[src/rtl/reflet_mem_pkg.sv]
// reflet_mem_pkg: shared FSM encoding and byte-sizing helpers for the
// reflet 8-bit RAM initiator.
package reflet_mem_pkg;

  typedef enum logic [2:0] {
    ST_IDLE,
    ST_WRITE,
    ST_READ,
    ST_LAST,
    ST_RESP
  } state_e;

  // Widest access in bytes for a given CPU word width (MAX_BYTES).
  function automatic int max_bytes(input int word_size);
    return word_size / 8;
  endfunction

  // Byte count of a request: 2^size, clamped to the CPU word width.
  function automatic logic [3:0] clamp_bytes(input logic [1:0] size,
                                             input logic [3:0] max_b);
    logic [3:0] req_b;
    req_b = 4'd1 << size;
    return (req_b > max_b) ? max_b : req_b;
  endfunction

  // Data lane (byte position inside the right-aligned word) that holds the
  // byte at offset idx from the base address of an n-byte access.
  function automatic logic [2:0] byte_lane(input logic [2:0] idx,
                                           input logic [3:0] n,
                                           input logic       big_endian);
    logic [3:0] lane;
    lane = big_endian ? (n - 4'd1 - {1'b0, idx}) : {1'b0, idx};
    return lane[2:0];
  endfunction

endpackage

[src/rtl/reflet_ram8_initiator.sv]
// reflet_ram8_initiator: serialises word-wide load/store requests into byte
// accesses on a reflet 8-bit synchronous RAM port (1-cycle read latency,
// data_out gated by the current enable). Reads are pipelined: address k+1 is
// issued while byte k returns; a final LAST cycle collects the last byte.
// Build option: define REFLET_RAM8_INITIATOR_BIG_ENDIAN_EN to place the byte
// at the base address in the most significant lane (default little-endian).
module reflet_ram8_initiator
  import reflet_mem_pkg::*;
#(
  parameter int wordSize = 16,
  parameter int addrSize = 7,
  parameter int ramSize  = 128
) (
  input  logic                clk,
  input  logic                reset,
  input  logic                req_valid,
  output logic                req_ready,
  input  logic                req_write,
  input  logic [addrSize-1:0] req_addr,
  input  logic [1:0]          req_size,
  input  logic [wordSize-1:0] req_wdata,
  output logic                rsp_valid,
  output logic [wordSize-1:0] rsp_rdata,
  output logic                rsp_err,
  output logic                ram_enable,
  output logic [addrSize-1:0] ram_addr,
  output logic                ram_write_en,
  output logic [7:0]          ram_data_in,
  input  logic [7:0]          ram_data_out
);

  localparam int         MAX_BYTES = max_bytes(wordSize);
  localparam logic [3:0] MAX_B     = 4'(MAX_BYTES);

`ifdef REFLET_RAM8_INITIATOR_BIG_ENDIAN_EN
  localparam logic BIG_ENDIAN = 1'b1;
`else
  localparam logic BIG_ENDIAN = 1'b0;
`endif

  state_e              state_q, state_d;
  logic [2:0]          idx_q, idx_d;
  logic [3:0]          n_q, n_d;
  logic [addrSize-1:0] base_q, base_d;
  logic [wordSize-1:0] wdata_q, wdata_d;
  logic [wordSize-1:0] rdata_q, rdata_d;
  logic                err_acc_q, err_acc_d;
  logic                rsp_err_q, rsp_err_d;

  logic [addrSize-1:0] cur_addr;
  logic [addrSize-1:0] last_addr;
  logic                cur_oor;
  logic                idx_last;
  logic [2:0]          wr_lane;
  logic [7:0]          wr_byte;
  logic                cap_en;
  logic [2:0]          cap_lane;
  logic                ram_en_c;
  logic                ram_we_c;
  logic [addrSize-1:0] ram_addr_c;
  logic [7:0]          ram_din_c;

  // Byte address of the current index; wrap-around modulo 2^addrSize is silent.
  assign cur_addr  = base_q + addrSize'(idx_q);
  assign last_addr = base_q + addrSize'(n_q - 4'd1);
  assign cur_oor   = (32'(cur_addr) >= 32'(ramSize));
  assign idx_last  = ({1'b0, idx_q} == (n_q - 4'd1));
  assign wr_lane   = byte_lane(idx_q, n_q, BIG_ENDIAN);

  // Next-state, RAM port drive and read-data assembly.
  always_comb begin
    // NOTE: every signal gets a default first so no path leaves one unassigned (no latches).
    state_d    = state_q;
    idx_d      = idx_q;
    n_d        = n_q;
    base_d     = base_q;
    wdata_d    = wdata_q;
    rdata_d    = rdata_q;
    err_acc_d  = err_acc_q;
    rsp_err_d  = rsp_err_q;
    req_ready  = 1'b0;
    ram_en_c   = 1'b0;
    ram_we_c   = 1'b0;
    ram_addr_c = '0;
    ram_din_c  = 8'h00;
    cap_en     = 1'b0;
    cap_lane   = 3'd0;
    wr_byte    = 8'h00;

    for (int b = 0; b < MAX_BYTES; b++) begin
      if (wr_lane == 3'(b)) wr_byte = wdata_q[b*8 +: 8];
    end

    case (state_q)
      ST_IDLE: begin
        req_ready = 1'b1;
        if (req_valid) begin
          n_d       = clamp_bytes(req_size, MAX_B);
          base_d    = req_addr;
          wdata_d   = req_wdata;
          rdata_d   = '0;
          err_acc_d = 1'b0;
          idx_d     = 3'd0;
          state_d   = req_write ? ST_WRITE : ST_READ;
        end
      end
      ST_WRITE: begin
        ram_en_c   = 1'b1;
        ram_we_c   = 1'b1;
        ram_addr_c = cur_addr;
        ram_din_c  = wr_byte;
        err_acc_d  = err_acc_q | cur_oor;
        idx_d      = idx_q + 3'd1;
        if (idx_last) begin
          rsp_err_d = err_acc_q | cur_oor;
          state_d   = ST_RESP;
        end
      end
      ST_READ: begin
        ram_en_c   = 1'b1;
        ram_addr_c = cur_addr;
        err_acc_d  = err_acc_q | cur_oor;
        // The byte addressed last cycle is on ram_data_out now.
        cap_en     = (idx_q != 3'd0);
        cap_lane   = byte_lane(idx_q - 3'd1, n_q, BIG_ENDIAN);
        idx_d      = idx_q + 3'd1;
        if (idx_last) state_d = ST_LAST;
      end
      ST_LAST: begin
        // Enable and address stay up: the RAM only presents data while enabled.
        ram_en_c   = 1'b1;
        ram_addr_c = last_addr;
        cap_en     = 1'b1;
        cap_lane   = byte_lane(3'(n_q - 4'd1), n_q, BIG_ENDIAN);
        rsp_err_d  = err_acc_q;
        state_d    = ST_RESP;
      end
      ST_RESP: begin
        state_d = ST_IDLE;
      end
      default: begin
        state_d = ST_IDLE;
      end
    endcase

    for (int b = 0; b < MAX_BYTES; b++) begin
      if (cap_en && (cap_lane == 3'(b))) rdata_d[b*8 +: 8] = ram_data_out;
    end
  end

  // Control and response registers, cleared by the synchronous reset.
  always_ff @(posedge clk) begin
    // NOTE: sequential state uses non-blocking assignments so every register samples pre-edge values.
    if (!reset) begin
      state_q   <= ST_IDLE;
      idx_q     <= 3'd0;
      rdata_q   <= '0;
      err_acc_q <= 1'b0;
      rsp_err_q <= 1'b0;
    end else begin
      state_q   <= state_d;
      idx_q     <= idx_d;
      rdata_q   <= rdata_d;
      err_acc_q <= err_acc_d;
      rsp_err_q <= rsp_err_d;
    end
  end

  // Request datapath registers, loaded only at acceptance.
  always_ff @(posedge clk) begin
    // NOTE: no reset here; these are always written at acceptance before any use.
    n_q     <= n_d;
    base_q  <= base_d;
    wdata_q <= wdata_d;
  end

  // Reset low kills RAM strobes and the response immediately, even mid-transfer.
  assign ram_enable   = reset & ram_en_c;
  assign ram_write_en = reset & ram_we_c;
  assign ram_addr     = ram_addr_c;
  assign ram_data_in  = ram_din_c;
  assign rsp_valid    = reset & (state_q == ST_RESP);
  assign rsp_rdata    = rdata_q;
  assign rsp_err      = rsp_err_q;

endmodule

[config.mk]
export PLATFORM = sky130hd
export DESIGN_NAME = reflet_ram8_initiator
export DESIGN_NICKNAME = d
export VERILOG_FILES = /design/src/rtl/reflet_mem_pkg.sv /design/src/rtl/reflet_ram8_initiator.sv
export SDC_FILE = /design/constraint.sdc
export NUM_CORES = 1
export LEC_CHECK = 0
export CAP_MARGIN = 20
export CELL_PAD_IN_SITES_DETAIL_PLACEMENT = 1
export CELL_PAD_IN_SITES_GLOBAL_PLACEMENT = 2
export CORE_ASPECT_RATIO = 1.75
export CORE_MARGIN = 10
export CORE_UTILIZATION = 29
export CTS_CLUSTER_DIAMETER = 120
export DETAILED_ROUTE_END_ITERATION = 16
export MAX_ROUTING_LAYER = met4
export PLACE_DENSITY = 0.76
export RECOVER_POWER = 50
export REMOVE_ABC_BUFFERS = 1
export SLEW_MARGIN = 20
export SYNTH_ARGS = -nofsm -noshare
export SYNTH_HDL_FRONTEND = slang
export SYNTH_SLANG_ARGS = --single-unit
[constraint.sdc]
create_clock -name clk -period 3.4 [get_ports clk]
set_input_delay 0.68 -clock clk [delete_from_list [all_inputs] [get_ports clk]]
set_output_delay 0.68 -clock clk [all_outputs]
set_load 0.02 [all_outputs]
# ---- Word level (Yosys, flattened, before mapping)
# Cells that the tools add are included.
dict set report word_totals {
  out_inout_bits 36
  inputBits 37
  register_bits 50
  elab_cells 71
}
dict set report op_classes {
  n_lt_le_gt_ge 1
  addsub 6
  shift 1
  n_mux 22
  reduce_logical 20
  n_bitwise 3
  eq_ne 10
}
# op count
set ops {}
lappend ops {{8-bit 2-to-1 mux} 5}
lappend ops {{16-bit 2-to-1 mux} 2}
lappend ops {{7-bit case mux with 2 select lines} 1}
lappend ops {{3-bit 2-to-1 mux} 4}
lappend ops {{3-bit case mux with 2 select lines} 2}
lappend ops {{3-bit case mux with 4 select lines} 1}
lappend ops {{2-bit nonzero test} 6}
lappend ops {{2-bit AND reduction} 5}
lappend ops {{3-bit by 1-bit equality test with 1-bit output, second input constant} 3}
lappend ops {{3-bit logical NOT} 3}
lappend ops {{7-bit by 3-bit adder with 7-bit output} 1}
lappend ops {{7-bit adder} 1}
lappend ops {{3-bit by 2-bit equality test with 1-bit output, second input constant} 2}
lappend ops {{2-bit inequality test, second input constant} 3}
lappend ops {{4-bit by 1-bit subtractor with 5-bit output, second input constant} 1}
lappend ops {{3-bit by 4-bit equality test with 1-bit output} 1}
lappend ops {{4-bit by 2-bit > comparator with 1-bit output, second input constant} 1}
lappend ops {{1-bit 2-to-1 mux} 4}
lappend ops {{1-bit case mux with 2 select lines} 2}
lappend ops {{1-bit by 2-bit << shifter with 4-bit output, first input constant} 1}
lappend ops {{4-bit by 1-bit subtractor with 4-bit output, second input constant} 1}
lappend ops {{3-bit by 1-bit adder with 3-bit output, second input constant} 1}
lappend ops {{1-bit AND} 3}
lappend ops {{3-bit equality test, second input constant} 1}
lappend ops {{other kinds (7)} 8}

# ---- Depth between registers and ports, before layout
dict set report depth {
  ltp_word 6
  mapped_depth 9
  mapped_depth_nobuf 9
}

# ---- Worst setup path after synthesis
# No wires, ideal clock.
dict set report synth_timing {
  kind {reg-to-output}
  startpoint {reg state_q[2]}
  endpoint {out ram_addr[6]}
  t_arrival_ns 2.249
  path_slack_ns 0.471
  path_stages_with_launch 10
  n_path_buf 0
  t_required_ns 2.720
  path_cell_list {dfxtp_1 > and3b_1 > nand2_1 > o21ai_0 > ha_1 > fa_1 > a211oi_1 > o21ai_0 > a22o_1 > a21oi_2}
}
dict set report synth_between {
  elab_chain_cells 3
  word_cells_on_any_way 5
  cone_classes {eq/ne (3); mux (1); reduce/logical (1)}
}
# element line
set synth_lines {}
lappend synth_lines {{start: declaration} reflet_ram8_initiator.sv:41} ;# state_e state_q, state_d;
lappend synth_lines {{start signal: assignment} reflet_ram8_initiator.sv:161} ;# state_q <= state_d;
lappend synth_lines {{3-bit by 2-bit equality test with 1-bit output or 3-bit by 1-bit equality test with 1-bit output (tied branches)} reflet_ram8_initiator.sv:94} ;# case (state_q)
lappend synth_lines {{2-bit OR reduction (no line)} -}
lappend synth_lines {{7-bit case mux with 2 select lines (*)} reflet_ram8_initiator.sv:94}
lappend synth_lines {{end: declaration} reflet_ram8_initiator.sv:26} ;# output logic [addrSize-1:0] ram_addr,
# Mark *: on every way between the ends. The rest lies on a longest branch, timed or not.

# ---- Worst setup path after layout
dict set report layout_timing {
  startpoint {reg state_q[2]}
  endpoint {out ram_addr[2]}
}
# The elaborated chain is that of the path after synthesis.

==> metrics <==
status complete, but fails checks; failing checks max-capacitance violations, max-slew violations; Final WS setup 143 ps; Seq pwr share a little over a third; gr usage total 12.2%; power share of the combinational group between 30% and 40%; Worst slew margin -2.89%; Hold EP rsp_rdata[15]; # setup viols final 0; Post-Place Setup Slack -76.5 ps; final std cells w/o fill 450; Psw 695 uW; Post-CTS Setup Bufs 0; DRT iter0 DRCs 77; Slowest cell on crit path clkdlybuf4s50_1; Power Density about 550 nW/um2; first-pass GRT wire length around 12,000 um; CTS tree yes; synth warn 0; Num Clock Sinks between 40 and 50; max-cap check violation count 1; setup_tns 0 ps; fin. max-slew vios 9; VDD IR max approximately 0.00026 V; final worst path period need 3260 ps; largest net degree at the start of global routing 28; Initial Util 29.6%; internal power ~1.3 mW; hpwl dp slightly below 6000 um; Yosys top cell area share a little under a third; Reg-to-Reg End rsp_rdata[4]; final core utilization a little over two fifths; Post-synth top cells edfxtp_1 (27), nor2_1 (24), dfxtp_1 (22); area grow syn2layout 45.8%; H-tree levels 2; root buffer cell clkbuf_16; Die Span X 90.8 um; vias per inst roughly 4.6; Crit Path Max Fanout 3; Post-Syn Area between 2000 and 3000 um2; Cell variety after synth just over 50; Main synth FF type edfxtp_1; total iterations of the first detailed-routing run 4; Die ar. roughly 13,000 um2; Antenna diodes 0; average size of a mapped cell approximately 11 um2; hold path cells 2; Core Region 8610 um2; Crit Path Class flip-flop to primary output; CTS Buffer Depth 2; worst slew pin tran roughly 1500 ps; switching share of power between 30 and 40%; top post-synthesis cells by area edfxtp_1 (32%), dfxtp_1 (17%), mux2i_1 (6.7%), ha_1 (5.4%), nor2_1 (3.5%); final design area excluding fillers between 3000 and 4000 um2; worst path cell trace and3b_1 > nand2_1 > o21ai_0 > ha_1 > fa_1 > buf_4 > xnor2_1 > nor2_1 > clkdlybuf4s50_1; top-count cell post-synth edfxtp_1; r2r worst-path depth 7; period utilization between 90% and 100%; Hold Path Origin rsp_rdata[15]; CTS Hold Buffers Added 0; async set or reset register ratio after synthesis 0%; Worst-Skew Late Latency 290 ps; DR WL/cell 16.8 um; Post-DRT Antenna Nets 0; die height approximately 140 um; Seq/Total Area, Yosys about half; clock buffer count from CTS 5; global route overflow 0; Required @ worst endpoint roughly 2700 ps; Final Hold Fails 0; crit path launch type flip-flop; FF+latch count, synth just under 50; post-synthesis cell count approximately 240; Arr. time, crit path 2580 ps; vias in the first global route about 2,300; CP peak stage delay between 600 and 700 ps; share of total power in the clock network ~25%; Cells after DPL around 440; initial antenna violation count 0; dpl cell area about 3600 um2; internal reg-to-reg setup slack 780 ps; Max Fclk about 300 MHz; CTS clk-pin slew, worst paths about 70 ps; I/O pin count 73; RSZ-0062 raised after global routing true; # DRC 0; layout cells sized above 1 ~16%; Clock Skews around 5.7 ps; cts repair resizes 14; Port Buf Inserts roughly 70; Hold Crit Class flip-flop to flip-flop; Placement Rows 45; cell leakage power approximately 1.5 nW; RePlAce Congestion about 0.73; DRT Wirelength ~7600 um; Post-synth EDFFs 27; CP Capture Type primary output; Layout Nets 381; worst r2r src n_q[0]; area leader, netlist edfxtp_1; via count approximately 2,100
==> per-layer routing <==
layer	GRT usage (%)	vias to the layer above	share of wire, %
li1	-	1040	-
met1	11.6	1000	37
met2	23.4	42	58
met3	2.04	7	2.8
met4	5.39	0	2.3
met5	-	-	0
==> layout by cell type, fill, tap and decap left out, drive strengths merged, types with 2 or more instances in the layout <==
cell type / count
mux2i: 17
nor2: 24
ha: 11
clkinvlp: 2
conb: 3
or2: 2
clkdlybuf4s50: 42
inv: 11
xnor2: 8
o2111ai: 2
buf: 30
clkbuf: 5
nand2: 16
edfxtp: 27
and3b: 2
nor2b: 3
dfxtp: 22
and2: 3
nor3: 7
and3: 3
a21o: 4
o21ai: 6
dlygate4sd2: 2
a31oi: 2
a211oi: 3
a22oi: 9
a21oi: 6
dlygate4sd3: 25
nand3: 17
==> critical path: cells and delay by family, from the launching register on <==
family                     cells  cell delay [ps]
and+or+nand+nor                3              350
AOI/OAI and AO/OA              1               80
adders and majority gates      2              640
DFF                            1              330
xor gates and xnor gates       1              110
buffers and inverters          2              780
==> cell type report <==
type / instances / area, um2
Fill cell: 954 / 4900
Sequential cell: 49 / 1250
Multi-Input combinational cell: 167 / 1220
Timing Repair Buffer: 99 / 911
Tap cell: 117 / 146
Clock buffer: 5 / 125
Inverter: 10 / 37.5
Clock inverter: 3 / 21.3
==> power groups by stage <==
stage | Sequential (mW) | Clock [mW] | Combinational [mW]
after detailed placement | 0.748 | 0 | 0.814
final | 0.736 | 0.502 | 0.792
after floorplan | 0.769 | 0 | 0.411
after global placement | 0.744 | 0 | 0.803
after CTS | 0.737 | 0.523 | 0.816
after global routing | 0.743 | 0.544 | 0.881
==> cells by family after synthesis <==
group | synth area share (%)
simple gates | 17.6
buf+inv | 4.18
other cells | 0.147
mux | 6.68
xor+xnor | 4.08
compound gates | 11.9
flops | 49.1
fa+ha+maj | 6.19
==> registers in the layout (all words and copies together), names as in the netlist <==
name       flops
idx_q          3
wdata_q       16
state_q        3
n_q            4
base_q         7
rsp_rdata     16
==> metrics by stage <==
step           power (mW)  hold WS (ps)
6_report             2.03           474
2_1_floorplan        1.18           546
3_5_place_dp         1.56           468
5_1_grt              2.17           493
3_3_place_gp         1.55           457
4_1_cts              2.08           479
==> worst max-delay path by stage <==
| stage | slack (ps) | to | startpoint | cells past startpoint |
|---|---|---|---|---|
| global route | -40 | ram_addr[4] | n_q[0] | 10 |
| floorplan | 300 | ram_addr[6] | state_q[1] | 8 |
| CTS | 20 | ram_addr[5] | n_q[0] | 9 |
| detailed placement | -80 | ram_addr[6] | n_q[0] | 9 |
| finish | 140 | ram_addr[2] | state_q[2] | 9 |
| global placement | -30 | ram_addr[6] | n_q[0] | 9 |
(Power assumes the default switching activity.)
